--- src/rtl/dds_pkg.sv ---
// Shared types and default widths for the DDS phase front end.
package dds_pkg;
  localparam int PHASE_W = 32;
  localparam int DIV_W   = 16;

  typedef enum logic [1:0] {
    IDLE,
    RUN,
    SWEEP,
    DONE
  } dds_state_t;
endpackage

--- src/rtl/dds_phase_gen_tick.sv ---
// Sample-rate divider: counts 0..div_i while running, ticks on match.
module sample_tick_gen
  import dds_pkg::*;
#(
  parameter int DIV_WIDTH = DIV_W
) (
  input  logic                 clk,
  input  logic                 reset,
  input  logic                 run_i,
  input  logic                 clr_i,
  input  logic [DIV_WIDTH-1:0] div_i,
  output logic                 tick_o
);

  logic [DIV_WIDTH-1:0] cnt_q, cnt_d;

  assign tick_o = run_i && (cnt_q == div_i);

  always_comb begin
    cnt_d = cnt_q + DIV_WIDTH'(1);
    if (!run_i || clr_i || tick_o)
      cnt_d = '0;
  end

  always_ff @(posedge clk or posedge reset) begin
    if (reset)
      cnt_q <= '0;
    else
      cnt_q <= cnt_d;
  end

endmodule

--- src/rtl/dds_phase_gen.sv ---
// DDS phase accumulator with FTW handshake, sample divider
// and saturating linear frequency sweep.
module dds_phase_gen
  import dds_pkg::*;
#(
  parameter int PHASE_WIDTH = PHASE_W,
  parameter int DIV_WIDTH   = DIV_W
) (
  input  logic                   clk,
  input  logic                   reset,
  input  logic                   run,
  input  logic                   sweep_en,
  input  logic                   sync_clr,
  input  logic [PHASE_WIDTH-1:0] ftw_in,
  input  logic                   ftw_valid,
  output logic                   ftw_ready,
  input  logic [PHASE_WIDTH-1:0] phase_offset,
  input  logic [DIV_WIDTH-1:0]   sample_div,
  input  logic [PHASE_WIDTH-1:0] sweep_step,
  input  logic [PHASE_WIDTH-1:0] sweep_stop,
  output logic [PHASE_WIDTH-1:0] phase,
  output logic                   enable,
  output logic                   sweep_done
);

  dds_state_t state_q, state_d;

  logic [PHASE_WIDTH-1:0] acc_q, acc_d;
  logic [PHASE_WIDTH-1:0] pend_q, pend_d;
  logic [PHASE_WIDTH-1:0] act_q, act_d;
  logic [PHASE_WIDTH-1:0] phase_q, phase_d;
  logic                   en_q, en_d;

  logic                   active;
  logic                   tick;
  logic                   tick_eff;
  logic                   xfer;
  logic [PHASE_WIDTH-1:0] acc_nxt;
  logic [PHASE_WIDTH:0]   sweep_sum;

  assign ftw_ready  = (state_q == IDLE) || (state_q == RUN);
  assign sweep_done = (state_q == DONE);
  assign phase      = phase_q;
  assign enable     = en_q;

  assign xfer     = ftw_valid && ftw_ready;
  assign active   = run && (state_q != IDLE);
  assign tick_eff = tick && !sync_clr;
  assign acc_nxt  = acc_q + act_q;

  // Extra carry bit lets a huge step saturate instead of wrapping.
  assign sweep_sum = {1'b0, act_q} + {1'b0, sweep_step};

  sample_tick_gen #(
    .DIV_WIDTH(DIV_WIDTH)
  ) u_tick (
    .clk   (clk),
    .reset (reset),
    .run_i (active),
    .clr_i (sync_clr),
    .div_i (sample_div),
    .tick_o(tick)
  );

  always_comb begin
    state_d = state_q;
    acc_d   = acc_q;
    pend_d  = xfer ? ftw_in : pend_q;
    act_d   = act_q;
    phase_d = phase_q;
    en_d    = 1'b0;

    if (!run) begin
      state_d = IDLE;
    end else begin
      unique case (state_q)
        IDLE: begin
          state_d = sweep_en ? SWEEP : RUN;
          act_d   = pend_q;
        end
        RUN: begin
          if (tick_eff)
            act_d = pend_d;
        end
        SWEEP: begin
          if (tick_eff) begin
            if (sweep_sum >= {1'b0, sweep_stop}) begin
              act_d   = sweep_stop;
              state_d = DONE;
            end else begin
              act_d = sweep_sum[PHASE_WIDTH-1:0];
            end
          end
        end
        DONE: begin
          if (!sweep_en)
            state_d = RUN;
        end
        default: state_d = IDLE;
      endcase
    end

    if (sync_clr) begin
      acc_d   = '0;
      phase_d = phase_offset;
    end else if (tick_eff) begin
      acc_d   = acc_nxt;
      phase_d = acc_nxt + phase_offset;
      en_d    = 1'b1;
    end
  end

  always_ff @(posedge clk or posedge reset) begin
    if (reset) begin
      state_q <= IDLE;
      acc_q   <= '0;
      pend_q  <= '0;
      act_q   <= '0;
      phase_q <= '0;
      en_q    <= 1'b0;
    end else begin
      state_q <= state_d;
      acc_q   <= acc_d;
      pend_q  <= pend_d;
      act_q   <= act_d;
      phase_q <= phase_d;
      en_q    <= en_d;
    end
  end

endmodule
--- config.mk ---
export PLATFORM = sky130hd
export DESIGN_NAME = dds_phase_gen
export DESIGN_NICKNAME = d
export VERILOG_FILES = /design/src/rtl/dds_pkg.sv /design/src/rtl/dds_phase_gen_tick.sv /design/src/rtl/dds_phase_gen.sv
export SDC_FILE = /design/constraint.sdc
export NUM_CORES = 1
export LEC_CHECK = 0
export BUFFER_PORTS_ARGS = -buffer_cell sky130_fd_sc_hd__buf_2
export CAP_MARGIN = 20
export CORE_MARGIN = 5
export CORE_UTILIZATION = 47
export DETAILED_ROUTE_END_ITERATION = 10
export GPL_TIMING_DRIVEN = 0
export HOLD_SLACK_MARGIN = 0.03
export MAX_ROUTING_LAYER = met4
export PLACE_DENSITY = 0.68
export SLEW_MARGIN = 15
export SYNTH_ARGS = -nofsm -noshare
export SYNTH_HDL_FRONTEND = slang
export SYNTH_SLANG_ARGS = --single-unit
export TNS_END_PERCENT = 1
--- constraint.sdc ---
create_clock -name clk -period 12.6 [get_ports clk]
set_input_delay 1.89 -clock clk [delete_from_list [all_inputs] [get_ports clk]]
set_output_delay 1.89 -clock clk [all_outputs]
set_load 0.02 [all_outputs]
== Word level (Yosys, flattened, before mapping) ==
Index checks and enable logic that the tools add are counted.
Word-level totals
  logic and storage cells: 55
  flip-flop bits (word level): 147
Operators by class
  mux-type cells: 18
  eq/ne operators: 10
  add/subtract/negate cells: 4
  reduce and logical (&&, ||, !) cells: 15
  magnitude comparators: 1
Operators by type and width (count)
  $mux 32: 8
  $pmux 32 s3: 1
  $add 32x32->32: 2
  $add 32x32->33: 1
  $ge 33x32->1: 1
  $add 16x1->16 const B: 1
  $eq 16x16->1: 1
  $mux 16: 1
  $mux 2: 5
  $ne 3x3->1 const B: 3
  $reduce_and 4->1: 2
  $pmux 2 s3: 1
  $eq 2x2->1 const B: 2
  $logic_and 1x1->1: 4
  $ne 2x2->1 const B: 2
  $ne 4x1->1 const B: 1
  $reduce_bool 2->1: 2
  $logic_or 1x1->1: 3
  $reduce_bool 3->1: 1
  $eq 2x1->1 const B: 1
  $logic_not 1->1: 2
  $logic_not 2->1: 1
  $mux 1: 2

== Depth between registers and ports, before layout ==
Gate-level depths: netlist (run 1).
  depth after elaboration: 7
  mapped depth: 25

== Hierarchy ==
Synthesis (run 1) repeated with hierarchy kept, for this count alone.
Unflattened totals
  cells, all modules: 1511
  area total of the unflattened synthesis: 12838.6 µm²
By module, submodules not included
  dds_phase_gen: area each 11895.2 µm², cells an instance 1412, seq. area each 3278.1 µm², times used 1
  sample_tick_gen: area each 943.4 µm², cells an instance 99, seq. area each 400.4 µm², times used 1

== Least setup slack after synthesis (run 1) ==
Ideal clock, no wire load.
  path type: input-to-reg
  start: input port sweep_step[0]
  end: register act_q[28]
  path slack: 6.715 ns
  path buffers: 1
  setup time: 0.128 ns
  stages: 20
  arrival time: 5.757 ns
  cell sequence: ha_1 inv_1 fa_1 nor2b_4 o31a_1 o41a_1 a211oi_4 o21ai_2 a21oi_1 o21ai_0 xor2_1 ha_1 nand4_1 or4_1 o211ai_1 a31oi_1 buf_4 and2_4 a221oi_1 o21ai_1
Between the ends
  word-level cells in the longest chain between the ends: 5
RTL lines
  start, declared: RTL line dds_phase_gen.sv:19  | input logic [PHASE_WIDTH-1:0] sweep_step,
  $add 32x32->33 (*): RTL line dds_phase_gen.sv:52  | assign sweep_sum = {1'b0, act_q} + {1'b0, sweep_step};
  $ge 33x32->1: RTL line dds_phase_gen.sv:87  | if (sweep_sum >= {1'b0, sweep_stop}) begin
  $mux 32 (*): RTL line dds_phase_gen.sv:87
  $mux 32 (*): RTL line dds_phase_gen.sv:86  | if (tick_eff) begin
  $pmux 32 s3 (*): RTL line dds_phase_gen.sv:76  | unique case (state_q)
  end signal, assigned: RTL line dds_phase_gen.sv:125  | act_q <= act_d;
  end, declared: RTL line dds_phase_gen.sv:30  | logic [PHASE_WIDTH-1:0] act_q, act_d;
Every way passes the cells marked *; elsewhere a longest branch is shown, timed or not. The select of a mux whose other input is x is not followed.
A chain may end at the register's enable or synchronous reset.

== Final worst setup path (run 1) ==
  start: input port sweep_step[3]
  end: register act_q[11]
The elaborated chain is that of the path after synthesis.

==> results of run 1 <==
[metal layers]
metal / share of wire, % / up-vias / wire length, µm / global-route usage, %
met4: 2.4 / 0 / 923 / 7.34
met2: 46 / 416 / 17800 / 41.3
met5: 0 / - / 0 / -
met1: 46 / 5719 / 18000 / 34.5
li1: - / 6108 / - / -
met3: 5.7 / 56 / 2240 / 3.87
[final cells by class]
| class | instances | area [µm²] | share of cell area [%] |
|---|---|---|---|
| multi-input combinational | 1298 | 8640 | 58.1 |
| sequential | 147 | 3680 | 24.8 |
| timing repair buffer | 185 | 948 | 6.38 |
| clock buffer | 19 | 443 | 2.98 |
| tap | 341 | 427 | 2.87 |
| buffer | 74 | 315 | 2.12 |
| inverter | 68 | 263 | 1.77 |
| clock inverter | 13 | 150 | 1.01 |
[synth_stat cells, types with 5 or more instances]
| cell type | count | share of area, % |
|---|---|---|
| a21o_1 | 51 | 3.0 |
| o21a_1 | 21 | 1.2 |
| o21ai_1 | 47 | 1.8 |
| o21ai_0 | 118 | 4.6 |
| and3_1 | 13 | 0.63 |
| a211o_1 | 5 | 0.34 |
| nand2b_1 | 37 | 1.8 |
| nor3_1 | 23 | 0.89 |
| mux2_2 | 36 | 3.1 |
| ha_1 | 131 | 13 |
| nand2_1 | 162 | 4.7 |
| o21bai_1 | 9 | 0.52 |
| nand4_1 | 27 | 1.3 |
| a21oi_1 | 172 | 6.7 |
| a211oi_1 | 12 | 0.70 |
| buf_4 | 7 | 0.41 |
| a31oi_1 | 9 | 0.44 |
| dfrtp_1 | 147 | 29 |
| xor2_1 | 49 | 3.3 |
| mux2i_1 | 13 | 1.0 |
| a221oi_1 | 5 | 0.34 |
| nor2_1 | 123 | 3.6 |
| o31a_1 | 6 | 0.41 |
| nor2b_1 | 11 | 0.53 |
| clkbuf_1 | 55 | 1.6 |
| o211ai_1 | 11 | 0.64 |
| o31ai_1 | 8 | 0.47 |
| buf_2 | 9 | 0.35 |
| or3_1 | 5 | 0.24 |
| xnor2_1 | 59 | 4.0 |
| inv_1 | 68 | 2.0 |
| nand3_1 | 70 | 2.7 |
| and4_1 | 5 | 0.34 |
[metrics by stage]
| stage | utilization, % | setup WS (ns) | hold WS (ns) | area [µm²] |
|---|---|---|---|---|
| 6_report | 55.1 | 6.19 | 0.523 | 14900 |
| 5_1_grt | 55.1 | 5.86 | 0.542 | 14900 |
| 4_1_cts | 55.1 | 6.25 | 0.523 | 14900 |
| 3_5_place_dp | 52.9 | 5.79 | 0.508 | 14300 |
| 3_3_place_gp | 52.8 | 4.80 | 0.503 | 14200 |
| 2_1_floorplan | - | 6.71 | 0.485 | 12900 |
[path summary, 6_finish.rpt]
check | startpoint | endpoint | slack [ns] | cells after the start
setup / recovery | sweep_step[3] | act_q[11] | 6.19 | 25
min in group asynchronous | reset | act_q[3] | 1.49 | 2
max in group asynchronous | reset | phase[7] | 10.32 | 3
setup reg to reg | act_q[3] | act_q[11] | 7.30 | 24
hold reg to reg | pend_q[26] | pend_q[26] | 0.52 | 1
hold / removal | pend_q[26] | pend_q[26] | 0.52 | 1
[state kept, by name, indices dropped and copies added, names as in the netlist]
register / count
u_tick.cnt_q: 16
pend_q: 32
phase: 32
acc_q: 32
state_q: 2
act_q: 32
enable: 1
[power by group through the flow]
stage / clock network, mW / logic [mW] / registers, mW
after CTS: 0.542 / 2.24 / 0.721
after global routing: 0.560 / 2.53 / 0.741
after detailed placement: 0 / 2.22 / 0.730
after floorplan: 0 / 1.71 / 0.675
final: 0.534 / 2.26 / 0.728
after global placement: 0 / 2.18 / 0.725
[critical path, delay by kind of cell]
family                   cells  cell delay [ns]
AND/OR/NAND/NOR              4             0.44
adder cells (fa/ha/maj)      2             0.65
buffers and inverters        4             0.66
AO/OA/AOI/OAI               14             2.77
XOR/XNOR                     1             0.31
[kinds of logic after synthesis]
family | share of synthesized area, %
flops | 28.5
buf+inv | 4.43
compound gates | 24.0
fa+ha+maj | 13.2
mux | 4.27
simple gates | 18.3
xor+xnor | 7.34
==> summary.md, run 1 <==
| Metric | Value |
|---|---|
| Antenna violations before repair | 0 |
| Max incr delay on CP | between 0.4 and 0.5 ns |
| Clock slew at reported path FFs | about 0.070 ns |
| Clk sink count | between 100 and 150 |
| Hold buffer count at CTS | 0 |
| Critical Path Sink Type | flip-flop |
| Mapped Nets | 1,871 |
| ANT nets after route | 0 |
| Total core area | 27,000 µm² |
| Top-level I/O count | roughly 190 |
| Post-synth EDFFs | 0 |
| Initial DRC count | 805 |
| Site Rows | 60 |
| Final hold vios | 0 |
| Avg Vias per Cell | around 5.7 |
| P_int | ~1.8 mW |
| Arrival time worst endpoint | 6.73 ns |
| Hold Path Class | reg -> reg |
| Psw | 1.72 mW |
| Status | complete, no violations |
| Total of fill cells in the finished design | roughly 2,500 |
| Worst Skew | around 0.012 ns |
| Syn avg cell area | 8.12 µm² |
| Sequential Power Share | 20.7% |
| GRT Total Usage | roughly a quarter |
| TritonCTS clock tree | yes |
| Comb pwr share | 64.2% |
| Global placer's final weighted congestion | around 0.95 |
| Slew HR | 54.3% |
| Total congestion overflow | 0 |
| Main synth FF type | dfrtp_1 |
| Clock Power Share | 15.2% |
| Sequential-to-total area share from yosys stat | between 20% and 30% |
| Switching Share | 48.8% |
| Number of global-route vias before repair | 12,100 |
| Final setup vio count | 0 |
| Fin Setup TNS | 0 ns |
| Synthesized instance count | 1,587 |
| Layout Cells excl Fill | 2,145 |
| Pwr Total | about 3.5 mW |
| CTS buffer count | 17 |
| Setup crit start kind | primary input |
| Minimum clock period | between 6 and 7 ns |
| CTS Buffer Depth | 2 |
| Cell total after placement | about 2,100 |
| Worst-path maximum fanout | 10 |
| Vias | 12,300 |
| Nets | about 2,100 |
| Die Span Y | between 150 and 200 µm |
| Crit Path Class | in -> reg |
| Detailed Routing Iterations Pass 1 | 6 |
| Hpwl dp | approximately 32,000 µm |
| Synth-to-Final Area Change | 15.3% |
| Pwr Density | around 240 nW/µm² |
| Htree depth | 4 |
| Highest clock rate | 156 MHz |
| Slew at the pin with the worst max-slew slack | between 0.6 and 0.7 ns |
| Post-cts sizing count | 0 |
| MaxCap Viol Count | 0 |
| RSZ-0062 raised after global routing | false |
| Share of post-route cells with drive strength above 1 | 16.2% |
| Most frequent cells in the layout | 193 x buf_2, 172 x a21oi_1, 162 x nand2_1 |
| Clock root cell | clkbuf_16 |
| Total wire length | between 30,000 and 40,000 µm |
| Chip width | between 150 and 200 µm |
| Final-report max-slew violation count | 0 |
| Port-buffer cells | approximately 180 |
| Mapped cell area | about 13,000 µm² |
| First-pass GRT wire length | 62,600 µm |
| Pin count of the biggest net entering global routing | 82 |
| Pleak | 6.87 nW |
| Clk_lat worst skew | ~0.44 ns |
| DRC viols | 0 |
| Most used cell, CP | a21oi_1 |
| Wire per inst | approximately 18 µm |
| Async S/R FF share, synth | 100% |
| Synth warn | 0 |
| Worst vdd ir | roughly 0.12 mV |
| Antenna cell count | 0 |
| Period utilization | 50.9% |
| Starting density of the core | 47.8% |
| WP data required | between 10 and 15 ns |
| Worst path slowest cell | a221oi_1 |
| Register bit count reported by yosys | around 150 |
| Die area | 30,800 µm² |
| Commonest non-fill, non-tap cell in the layout | buf_2 |
| Synth unique cells | 75 |
| Postcts setup bufs | 0 |
(Power assumes the default switching activity.)
==> run 2: changes to the inputs <==
--- a/config.mk
+++ b/config.mk
@@ -13,7 +13,7 @@
 export GPL_TIMING_DRIVEN = 0
 export HOLD_SLACK_MARGIN = 0.03
 export MAX_ROUTING_LAYER = met4
-export PLACE_DENSITY = 0.68
+export PLACE_DENSITY = 0.7
 export SLEW_MARGIN = 15
 export SYNTH_ARGS = -nofsm -noshare
 export SYNTH_HDL_FRONTEND = slang
==> constraint.sdc (replaced) <==
create_clock -name clk -period 5.6 [get_ports clk]
set_input_delay 0.84 -clock clk [delete_from_list [all_inputs] [get_ports clk]]
set_output_delay 0.84 -clock clk [all_outputs]
set_load 0.02 [all_outputs]
==> run 2 against run 1 <==
Effect of this change:
- sequential share of layout area about the same
- critical endpoint is now act_q[9]
- sequential cell count stayed put
- highest routed layer unchanged
- critical path depth did not move
- global-route usage decreased by 0.20 points
- hold slack worse by 0.090 ns
- utilization barely moved
- worst setup slack worse by 5.8 ns
- total power rose by 130%
- clock-buffer cell count stayed put
- clock skew is 0.0034 ns higher
- routed wire length is 0.25% higher
==> summary.md, run 2 (synthesized netlist as in run 1, its figures left out) <==
| Metric | Value |
|---|---|
| Synth-to-Final Area Change | 15.4% (was 15.3%) |
| Chip width | 176 µm (unchanged) |
| Worst Setup SP | sweep_step[0] (was sweep_step[3]) |
| Worst-path maximum fanout | 10 (unchanged) |
| Starting density of the core | 47.8% (unchanged) |
| Detailed Routing Iterations Pass 1 | 6 (unchanged) |
| Clock slew at reported path FFs | 0.07 ns (about the same) |
| Total wire length | 39,100 µm (was 39,000 µm) |
| Highest clock rate | 191 MHz |
| Hold buffer count at CTS | 0 (unchanged) |
| Clk_lat worst skew | 0.44 ns (about the same) |
| Slew at the pin with the worst max-slew slack | 0.717 ns (was 0.686 ns) |
| Critical Path Sink Type | flip-flop (unchanged) |
| TritonCTS clock tree | yes (unchanged) |
| WP data required | 5.91 ns (was 12.92 ns) |
| Pleak | 6.88 nW (was 6.87 nW) |
| Hpwl dp | 31,600 µm (about the same) |
| Total congestion overflow | 0 (unchanged) |
| Period utilization | around 93% |
| Final-report max-slew violation count | 0 (unchanged) |
| CTS buffer count | 17 (unchanged) |
| Final core occ | 55.2% (was 55.1%) |
| Pin count of the biggest net entering global routing | 84 (was 82) |
| Final hold vios | 0 (unchanged) |
| Postcts setup bufs | 0 (unchanged) |
| Total core area | 27,000 µm² (unchanged) |
| Most frequent cells in the layout | 193 x buf_2, 172 x a21oi_1, 162 x nand2_1 (unchanged) |
| Vias | 12,300 (about the same) |
| Antenna violations before repair | 0 (unchanged) |
| Setup crit start kind | primary input (unchanged) |
| CTS Buffer Depth | 2 (unchanged) |
| Final setup vio count | 0 (unchanged) |
| Minimum clock period | 5.23 ns |
| Clk sink count | 147 (unchanged) |
| Commonest non-fill, non-tap cell in the layout | buf_2 (unchanged) |
| Slew HR | 52.2% (was 54.3%) |
| Die area | 30,800 µm² (unchanged) |
| Post-cts sizing count | 0 (unchanged) |
| RSZ-0062 raised after global routing | false (unchanged) |
| Reg-to-reg startpoint | act_q[3] (unchanged) |
| Number of global-route vias before repair | 11,900 (was 12,100) |
| Status | complete, no violations (unchanged) |
| Share of post-route cells with drive strength above 1 | 16.1% (was 16.2%) |
| Arrival time worst endpoint | 5.54 ns (was 6.73 ns) |
| Wire per inst | 18.2 µm (about the same) |
| Top-level I/O count | 185 (unchanged) |
| Global placer's final weighted congestion | 0.939 (was 0.948) |
| Avg Vias per Cell | 5.75 (was 5.73) |
| Worst vdd ir | 0.325 mV (was 0.122 mV) |
| DRC viols | 0 (unchanged) |
| Initial DRC count | 832 (was 805) |
| Final Worst Setup Slack | 0.375 ns (was 6.19 ns) |
| Clock root cell | clkbuf_16 (unchanged) |
| Crit Path Class | in -> reg (unchanged) |
| Pwr Density | 535 nW/µm² (was 237 nW/µm²) |
| Hold Path Class | in -> async (was reg -> reg) |
| Die Span Y | 176 µm (unchanged) |
| MaxCap Viol Count | 0 (unchanged) |
| First-pass GRT wire length | 62,200 µm (was 62,600 µm) |
| Setup WS pre-CTS | -0.0626 ns (was 5.79 ns) |
| Port-buffer cells | 184 (unchanged) |
| Nets | 2,075 (unchanged) |
| Htree depth | 4 (unchanged) |
| Worst Skew | 0.0154 ns (was 0.0121 ns) |
| Antenna cell count | 0 (unchanged) |
| GRT Total Usage | 25.7% (was 25.9%) |
| ANT nets after route | 0 (unchanged) |
| Site Rows | 60 (unchanged) |
-- run 2: cell count changes in the layout (fill, tap and decap cells not counted), sizes merged --
cell | previous run | this run
bufinv | 2 | 3
clkinv | 3 | 2
clkinvlp | 4 | 3
inv | 72 | 71
-- run 2: worst paths after layout --
kind                         endpoint  cells after the start  slack, ns
setup / recovery             act_q[9]                     25       0.37
hold / removal              pend_q[6]                      2       0.43
setup reg to reg             act_q[9]                     24       0.41
hold reg to reg            pend_q[27]                      1       0.52
max in group asynchronous   phase[31]                      3       4.40
min in group clk           pend_q[27]                      1       0.52
-- run 2: layer usage --
layer	wire length (µm)	GRT usage, %	up-vias	share of wire (%)
li1	-	-	6101	-
met1	18100	34.9	5767	46
met2	18200	41.6	408	47
met3	2130	3.14	40	5.5
met4	626	5.46	0	1.6
met5	0	-	-	0
-- run 2: through the flow --
step                      power (mW)  cells  cell area [µm²]  hold WS [ns]  setup TNS [ns]
after floorplan                 5.37   1587            12900         0.485               0
after global placement          6.52   2112            14200         0.506         -154.03
after detailed placement        6.62   2113            14300         0.507          -0.190
after CTS                       7.90   2143            14900         0.463               0
after global routing            8.64   2143            14900         0.479               0
final                           7.95   2143            14900         0.433               0
-- run 2: where the power goes --
part	total [mW]	switching (mW)	internal (mW)
clock network	1.23	0.506	0.725
logic	5.08	3.04	2.04
registers	1.64	0.308	1.33
total	7.95	3.85	4.10
-- run 2: cell type report --
cell class,instances,area [µm²]
tap,341,427
sequential,147,3680
clock buffer,19,453
timing repair buffer,185,948
fill,2505,12100
clock inverter,11,153
buffer,74,315
multi-input combinational,1298,8640
inverter,68,263
-- run 2: worst max-delay path: stages --
cell      delay, ns
buf_2          0.12
ha_1           0.21
inv_1          0.07
fa_1           0.24
nor2b_4        0.06
o31a_1         0.28
o41a_1         0.40
a211oi_4       0.39
o21ai_2        0.15
o21ai_4        0.19
o21ai_0        0.13
xor2_1         0.25
ha_1           0.30
a21o_1         0.16
a21o_1         0.18
a21oi_1        0.21
o31ai_1        0.10
nand2b_1       0.08
o211ai_1       0.09
a31oi_1        0.26
buf_4          0.24
buf_4          0.21
nor2_1         0.05
a21oi_1        0.21
o21ai_1        0.11
